--- src/rtl/pulse_sched.sv ---
// Delay-sweep scheduler: steps the echo delay through npoints values, nshots periods each,
// applying new values only at period boundaries. Optional macro: PULSE_SCHED_BOUNDS_CHECK_EN.
module pulse_sched #(
  parameter int W  = 32,
  parameter int CW = 16
) (
  input  logic          clk_pll,
  input  logic          resetn,
  input  logic          cfg_valid,
  output logic          cfg_ready,
  input  logic [W-1:0]  cfg_period,
  input  logic [W-1:0]  cfg_p1wid,
  input  logic [W-1:0]  cfg_delay,
  input  logic [W-1:0]  cfg_p2wid,
  input  logic [W-1:0]  cfg_step,
  input  logic [CW-1:0] cfg_npoints,
  input  logic [CW-1:0] cfg_nshots,
  input  logic          start,
  input  logic          abort,
  input  logic          cycle_end,
  output logic [W-1:0]  per,
  output logic [W-1:0]  p1wid,
  output logic [W-1:0]  del,
  output logic [W-1:0]  p2wid,
  output logic [CW-1:0] step_idx,
  output logic          running,
  output logic          done,
  output logic          err
);

  typedef enum logic [1:0] {S_IDLE, S_ARMED, S_RUN} state_t;

  state_t        r_state;
  logic [W-1:0]  r_sh_per, r_sh_p1, r_sh_del, r_sh_p2, r_sh_step;
  logic [CW-1:0] r_sh_np, r_sh_ns;
  logic          r_loaded;
  logic [CW-1:0] r_shot;
  logic [W-1:0]  r_per, r_p1, r_del, r_p2;
  logic [CW-1:0] r_step_idx;
  logic          r_running, r_done, r_err;

  logic          w_accept;
  logic [CW-1:0] w_np_eff, w_ns_eff, w_shot_inc;
  logic          w_shots_done, w_last;
  logic [W-1:0]  w_del_step;
  logic          w_ok0, w_ok_step;

  // Delay never wraps: carry out of the W+1-bit sum pins the result at all-ones.
  function automatic logic [W-1:0] sat_add(input logic [W-1:0] a, input logic [W-1:0] b);
    logic [W:0] s;
    s = {1'b0, a} + {1'b0, b};
    return s[W] ? {W{1'b1}} : s[W-1:0];
  endfunction

`ifdef PULSE_SCHED_BOUNDS_CHECK_EN
  function automatic logic pt_ok(input logic [W-1:0] p, input logic [W-1:0] w1,
                                 input logic [W-1:0] d, input logic [W-1:0] w2);
    return (w1 <= d) && (({1'b0, d} + {1'b0, w2}) <= {1'b0, p});
  endfunction
`endif

  assign w_accept     = cfg_valid && (r_state == S_IDLE);
  assign w_np_eff     = (r_sh_np == '0) ? CW'(1) : r_sh_np;
  assign w_ns_eff     = (r_sh_ns == '0) ? CW'(1) : r_sh_ns;
  assign w_shot_inc   = r_shot + CW'(1);
  assign w_shots_done = (w_shot_inc == w_ns_eff);
  assign w_last       = (r_step_idx == w_np_eff - CW'(1));
  assign w_del_step   = sat_add(r_del, r_sh_step);

`ifdef PULSE_SCHED_BOUNDS_CHECK_EN
  assign w_ok0     = pt_ok(r_sh_per, r_sh_p1, r_sh_del, r_sh_p2);
  assign w_ok_step = pt_ok(r_per, r_p1, w_del_step, r_p2);
`else
  assign w_ok0     = 1'b1;
  assign w_ok_step = 1'b1;
`endif

  always_ff @(posedge clk_pll) begin
    if (!resetn) begin
      r_state    <= S_IDLE;
      r_loaded   <= 1'b0;
      r_shot     <= '0;
      r_per      <= '0;
      r_p1       <= '0;
      r_del      <= '0;
      r_p2       <= '0;
      r_step_idx <= '0;
      r_running  <= 1'b0;
      r_done     <= 1'b0;
      r_err      <= 1'b0;
    end else begin
      r_done <= 1'b0;
      if (w_accept) begin
        r_sh_per  <= cfg_period;
        r_sh_p1   <= cfg_p1wid;
        r_sh_del  <= cfg_delay;
        r_sh_p2   <= cfg_p2wid;
        r_sh_step <= cfg_step;
        r_sh_np   <= cfg_npoints;
        r_sh_ns   <= cfg_nshots;
        r_loaded  <= 1'b1;
        r_err     <= 1'b0;
      end
      if (abort) begin
        r_state   <= S_IDLE;
        r_running <= 1'b0;
      end else begin
        case (r_state)
          S_IDLE: begin
            if (start && (r_loaded || w_accept)) begin
              r_state   <= S_ARMED;
              r_running <= 1'b1;
            end
          end
          S_ARMED: begin
            if (cycle_end) begin
              if (w_ok0) begin
                r_per      <= r_sh_per;
                r_p1       <= r_sh_p1;
                r_del      <= r_sh_del;
                r_p2       <= r_sh_p2;
                r_step_idx <= '0;
                r_shot     <= '0;
                r_state    <= S_RUN;
              end else begin
                r_err     <= 1'b1;
                r_state   <= S_IDLE;
                r_running <= 1'b0;
              end
            end
          end
          S_RUN: begin
            if (cycle_end) begin
              if (w_shots_done) begin
                r_shot <= '0;
                if (w_last) begin
                  r_state   <= S_IDLE;
                  r_running <= 1'b0;
                  r_done    <= 1'b1;
                end else if (w_ok_step) begin
                  r_step_idx <= r_step_idx + CW'(1);
                  r_del      <= w_del_step;
                end else begin
                  r_err     <= 1'b1;
                  r_state   <= S_IDLE;
                  r_running <= 1'b0;
                end
              end else begin
                r_shot <= w_shot_inc;
              end
            end
          end
          default: begin
            r_state   <= S_IDLE;
            r_running <= 1'b0;
          end
        endcase
      end
    end
  end

  assign cfg_ready = (r_state == S_IDLE);
  assign per       = r_per;
  assign p1wid     = r_p1;
  assign del       = r_del;
  assign p2wid     = r_p2;
  assign step_idx  = r_step_idx;
  assign running   = r_running;
  assign done      = r_done;
  assign err       = r_err;

endmodule
--- config.mk ---
export PLATFORM = sky130hd
export DESIGN_NAME = pulse_sched
export DESIGN_NICKNAME = d
export VERILOG_FILES = /design/src/rtl/pulse_sched.sv
export SDC_FILE = /design/constraint.sdc
export NUM_CORES = 1
export LEC_CHECK = 0
export BUFFER_PORTS_ARGS = -buffer_cell sky130_fd_sc_hd__buf_4
export CAP_MARGIN = 0
export CELL_PAD_IN_SITES_DETAIL_PLACEMENT = 1
export CELL_PAD_IN_SITES_GLOBAL_PLACEMENT = 1
export CORE_MARGIN = 10
export CORE_UTILIZATION = 35
export CTS_BUF_LIST = sky130_fd_sc_hd__clkbuf_8
export DETAILED_ROUTE_END_ITERATION = 10
export PLACE_DENSITY_LB_ADDON = 0.1
export SKIP_CTS_REPAIR_TIMING = 1
export SYNTH_ARGS = -nofsm -noshare
export SYNTH_HDL_FRONTEND = slang
export SYNTH_SLANG_ARGS = --single-unit
--- constraint.sdc ---
create_clock -name clk_pll -period 8.5 [get_ports clk_pll]
set_input_delay 1.275 -clock clk_pll [delete_from_list [all_inputs] [get_ports clk_pll]]
set_output_delay 1.275 -clock clk_pll [all_outputs]
set_load 0.1 [all_outputs]
# After elaboration in Yosys (flattened, before gate mapping)
# Index checks and enable logic that the tools add are counted.
[classes]
eq_ne = 10
n_mux = 28
addsub = 4
n_reduce_logical = 15
bitwise_logic = 6
[op_table]
columns = ["op", "n"]
rows = [
  ["2-to-1 mux 32 bit", 5],
  ["2-to-1 mux 16 bit", 8],
  ["one-hot mux 16 bit (2 select lines)", 2],
  ["one-hot mux 32 bit (2 select lines)", 1],
  ["adder 32 x 32 -> 33 bit", 1],
  ["adder 16 x 1 -> 16 bit, second input constant", 2],
  ["equality test 16 bit", 2],
  ["logical NOT 16 bit", 2],
  ["subtractor 16 x 1 -> 16 bit, second input constant", 1],
  ["2-to-1 mux 2 bit", 5],
  ["inequality test 2 bit, second input constant", 5],
  ["AND reduction 5 bit", 2],
  ["NOT 1 bit", 6],
  ["one-hot mux 2 bit (3 select lines)", 1],
  ["AND reduction 6 bit", 1],
  ["2-to-1 mux 1 bit", 5],
  ["OR reduction 5 bit", 1],
  ["AND reduction 4 bit", 1],
  ["one-hot mux 1 bit (3 select lines)", 1],
  ["AND reduction 3 bit", 1],
  ["equality test 2 x 1 -> 1 bit, second input constant", 1],
  ["equality test 2 bit, second input constant", 1],
  ["logical AND 1 bit", 2],
  ["logical NOT 2 bit", 1],
  ["other kinds (5)", 5],
]
[word_totals]
regBits = 357
elab_cells = 80

# Longest topological paths before layout
[depth]
word_depth = 8
depth_mapped = 15

# Worst setup path before layout
# Ideal clock, no wire load.
[synth_path]
path_kind = "input-to-reg"
startpoint = "in resetn"
endpoint = "reg r_sh_del[0] (enable)"
stages = 4
path_buffers = 3
setup_ns = 0.577
t_required_ns = 7.923
setup_slack_ns = 1.427
arrival_time_ns = 6.496
path_cell_list = "clkbuf_1 > clkbuf_1 > clkbuf_1 > and3_1"
[synth_between]
elab_chain_cells = 1
[synth_rtl]
columns = ["element", "line_no", "text"]
rows = [
  ["start: declaration", "8", "input logic resetn,"],
  ["AND reduction 2 bit (no line)", "n/a", ""],
  ["end signal: assignment", "96", "r_sh_del <= cfg_delay;"],
  ["end: declaration", "34", "logic [W-1:0] r_sh_per, r_sh_p1, r_sh_del, r_sh_p2, r_sh_step;"],
]
# No other way between the ends.
# A chain may end at the register's enable or synchronous reset.

# Worst setup path after layout
[layout_path]
startpoint = "reg r_sh_np[6]"
endpoint = "reg r_del[26], in the netlist del[26]"
[layout_between]
elab_chain_cells = 6
[layout_rtl]
columns = ["element", "line_no", "text"]
rows = [
  ["start: declaration", "35", "logic [CW-1:0] r_sh_np, r_sh_ns;"],
  ["start signal: assignment", "99", "r_sh_np <= cfg_npoints;"],
  ["logical NOT 16 bit", "63", "assign w_np_eff = (r_sh_np == '0) ? CW'(1) : r_sh_np;"],
  ["2-to-1 mux 16 bit *", "63", ""],
  ["subtractor 16 x 1 -> 16 bit *", "67", "assign w_last = (r_step_idx == w_np_eff - CW'(1));"],
  ["equality test 16 bit *", "67", ""],
  ["inequality test 2 bit (no line) *", "n/a", ""],
  ["AND reduction 6 bit (no line) *", "n/a", ""],
  ["end signal: assignment", "120", "r_del <= r_sh_del;"],
  ["end signal: assignment", "142", "r_del <= w_del_step;"],
  ["end: declaration", "38", "logic [W-1:0] r_per, r_p1, r_del, r_p2;"],
]
# Mark *: on every way between the ends. The rest lies on a longest branch, timed or not.

==> results.yml <==
run_status:
  status: "completed"
drt:
  dr.pass1.iters: 4
  drcViolationCount: 0
  dr_total_vias: 12350
  drt-vias-per-instance: 5.109
  wl_mm: 50.23
  ant_nets: 0
  wl_per_cell_um: 20.78
  drtIter0Drc: 588
synth:
  syn_area_mm2: 0.01558
  synth-seq-cells: 357
  ys_seq_area_share_pct: 58.22
  synth_area_leaders: "edfxtp_1, dfxtp_1, nand2_1"
  synth-warning-count: 0
  synth-edff-count: 192
  synth_ff_type: "edfxtp_1"
  synth_nets: 1656
  synth_top_cell_area_share_pct: 37.01
  postSynthAreaPerCell_um2: 10.98
  yosys.area.top_type: "edfxtp_1"
  synthCells: 1419
  yosys.cell_types.count: 78
  async_reset_ff_share_pct: 0
timing:
  rsz0062_at_grt: "no"
  finalCriticalPeriod_ps: 4611
  setup_violations: 0
  setup_tns_ps: 0
  hold_viol: 0
  finalCritPeriodShare_pct: 54.24
  holdWs_ps: 465.0
  max_freq_mhz: 216.9
  worst_pin_slew_ps: 1136
  slew-limit-headroom_pct: 24.27
  clock_skew_ps: 21.98
  final-max-slew-violation-count: 0
setup_path:
  endpoint_kind: "register"
  max_stage_delay_ps: 680
  critPathRequiredTime_ps: 8970
  cp_cell_sequence: "or4_4 -> nor4_4 -> a31oi_1 -> ha_1 -> xor2_1 -> o21ai_0 -> a21oi_1 -> or4_1 -> nor4_4 -> o31a_4 -> or3b_1 -> o311ai_0"
  path_class: "reg -> reg"
  worst_setup_path_start_kind: "register"
  crit_slowest_cell: "o31a_4"
  crit_fanout: 71
  cpMostUsedCell: "nor4_4"
  worstPathArrival_ps: 5080
  r2r_cells: 12
cts:
  cts.clk_slew.worst_paths_ps: 70
  cts_buffer_depth: 3
  cts_tree: "built"
  cts_max_level: 3
  cts_buffers: 69
  clk_latency_ps: 640
  cts-root-buf: "clkbuf_8"
  cts_sinks: 357
pwr:
  p_per_area_mw_per_mm2: 194.6
  ir_worst_vdd_uv: 143.6
  p_leak_nw: 7.733
  p_total_mw: 3.893
cells_and_area:
  fillCellCount: 4955
  areaGrowthSynthToFinish_pct: 28.44
  final_area_mm2: 0.02001
  final_common_cell: "buf_4"
  seq_area_mm2: 0.009069
  multiInputGateArea_mm2: 0.006098
  drive_gt1_share_pct: 26.39
  mostFrequentLayoutCells: "buf_4, nand2_1, edfxtp_1"
  fin_nets: 2003
placement:
  hpwl_mm: 35.25
  place_area_mm2: 0.01868
  io_buffers: 344
  gp_congestion: 0.8102
global_route:
  grt_remaining_overflow: 0
  grt_max_degree: 155
  grt_pass1_vias: 13160
  track_usage_pct: 18.33
  grt_pass1_wl_mm: 76.56
  grt_antenna_before_repair: 6
worst_hold_path:
  hold_class: "reg -> reg"
  whs_path_depth: 2
floorplan:
  num_rows: 77
  io_pins: 346
  initial_core_util_pct: 35.30
  core_region_area_mm2: 0.04412
  die-area_mm2: 0.05334
  die_width_um: 231.0
  die_h_um: 231.0
flow_run:
  max-cap-violations: 0
==> cells in the mapped netlist (6+ instances only) <==
cell / number
edfxtp_1: 192
o31ai_1: 13
nor2b_1: 19
xnor2_1: 34
nand2_1: 260
o21ai_0: 42
nor4_1: 12
a21boi_1: 24
o31a_1: 6
a21oi_1: 52
nand4_1: 15
mux2i_1: 8
a21boi_0: 105
dfxtp_1: 165
o21ai_1: 6
nor2_1: 34
or4_1: 12
inv_1: 27
ha_1: 38
o211ai_1: 8
o21a_1: 13
xor2_1: 23
buf_2: 7
and3_1: 10
a21o_1: 17
o221ai_1: 20
a211oi_1: 9
nor3_1: 17
nand3_1: 42
clkbuf_1: 64
or3_1: 20
==> through the flow <==
step | utilization [%] | setup WS (ps) | std cells
floorplan | - | 1427 | 1419
global placement | 42.33 | 4047 | 2287
detailed placement | 42.33 | 3894 | 2287
CTS | 45.33 | 3901 | 2415
global route | 45.34 | 3587 | 2416
finish | 45.34 | 3889 | 2417
==> area by class of cell <==
class	instances	share of cell area (%)
timing repair buffer	354	13.35
tap	592	3.702
inverter	27	0.5065
multi-input combinational	957	30.48
antenna	2	0.02501
clock buffer	75	5.159
clock inverter	53	1.457
sequential	357	45.33
==> power by group <==
| part | internal [mW] | switching (mW) | leakage, nW |
|---|---|---|---|
| registers | 1.88 | 0.0275 | 3.13 |
| logic | 0.128 | 0.224 | 3.81 |
| clock network | 0.857 | 0.772 | 0.798 |
==> kinds of logic (layout without fill, tap and decap cells) <==
group	Yosys count	after routing	share of synthesized area [%]
and+or+nand+nor	486	486	15.34
xor gates and xnor gates	57	57	3.205
AOI/OAI and AO/OA	365	365	16.59
adders and majority gates	39	39	3.181
other	1	3	0.02407
muxes	9	9	0.5864
DFF	357	357	58.22
buffers and inverters	105	509	2.851
==> worst paths after layout <==
| path | slack [ps] | from | endpoint |
|---|---|---|---|
| min | 460 | p2wid[11] | p2wid[11] |
| max reg2reg | 3890 | r_sh_np[6] | del[26] |
| min reg2reg | 460 | p2wid[11] | p2wid[11] |
| max | 3890 | r_sh_np[6] | del[26] |
==> registers in the layout, summed over array words and instances (netlist names) <==
| name | count |
|---|---|
| r_sh_step | 32 |
| r_shot | 16 |
| r_sh_p1 | 32 |
| r_state | 2 |
| r_sh_del | 32 |
| done | 1 |
| r_sh_p2 | 32 |
| running | 1 |
| p1wid | 32 |
| step_idx | 16 |
| p2wid | 32 |
| per | 32 |
| r_sh_per | 32 |
| r_loaded | 1 |
| del | 32 |
| r_sh_ns | 16 |
| r_sh_np | 16 |
==> layer usage <==
metal  vias up  wire length, µm  GRT usage (%)
li1       5916                -              -
met2       277            24640          31.10
met1      6068            20470          20.68
met5         -               31              0
met3        81             4017          7.763
met4         6             1074          5.221
==> critical path, delay by kind of cell (launching register included) <==
family / cells / cell delay (ps)
simple gates: 5 / 2260
compound gates: 5 / 1220
flops: 1 / 470
fa+ha+maj: 1 / 330
xor+xnor: 1 / 160
Note: power is estimated with default switching activity, not from simulation.
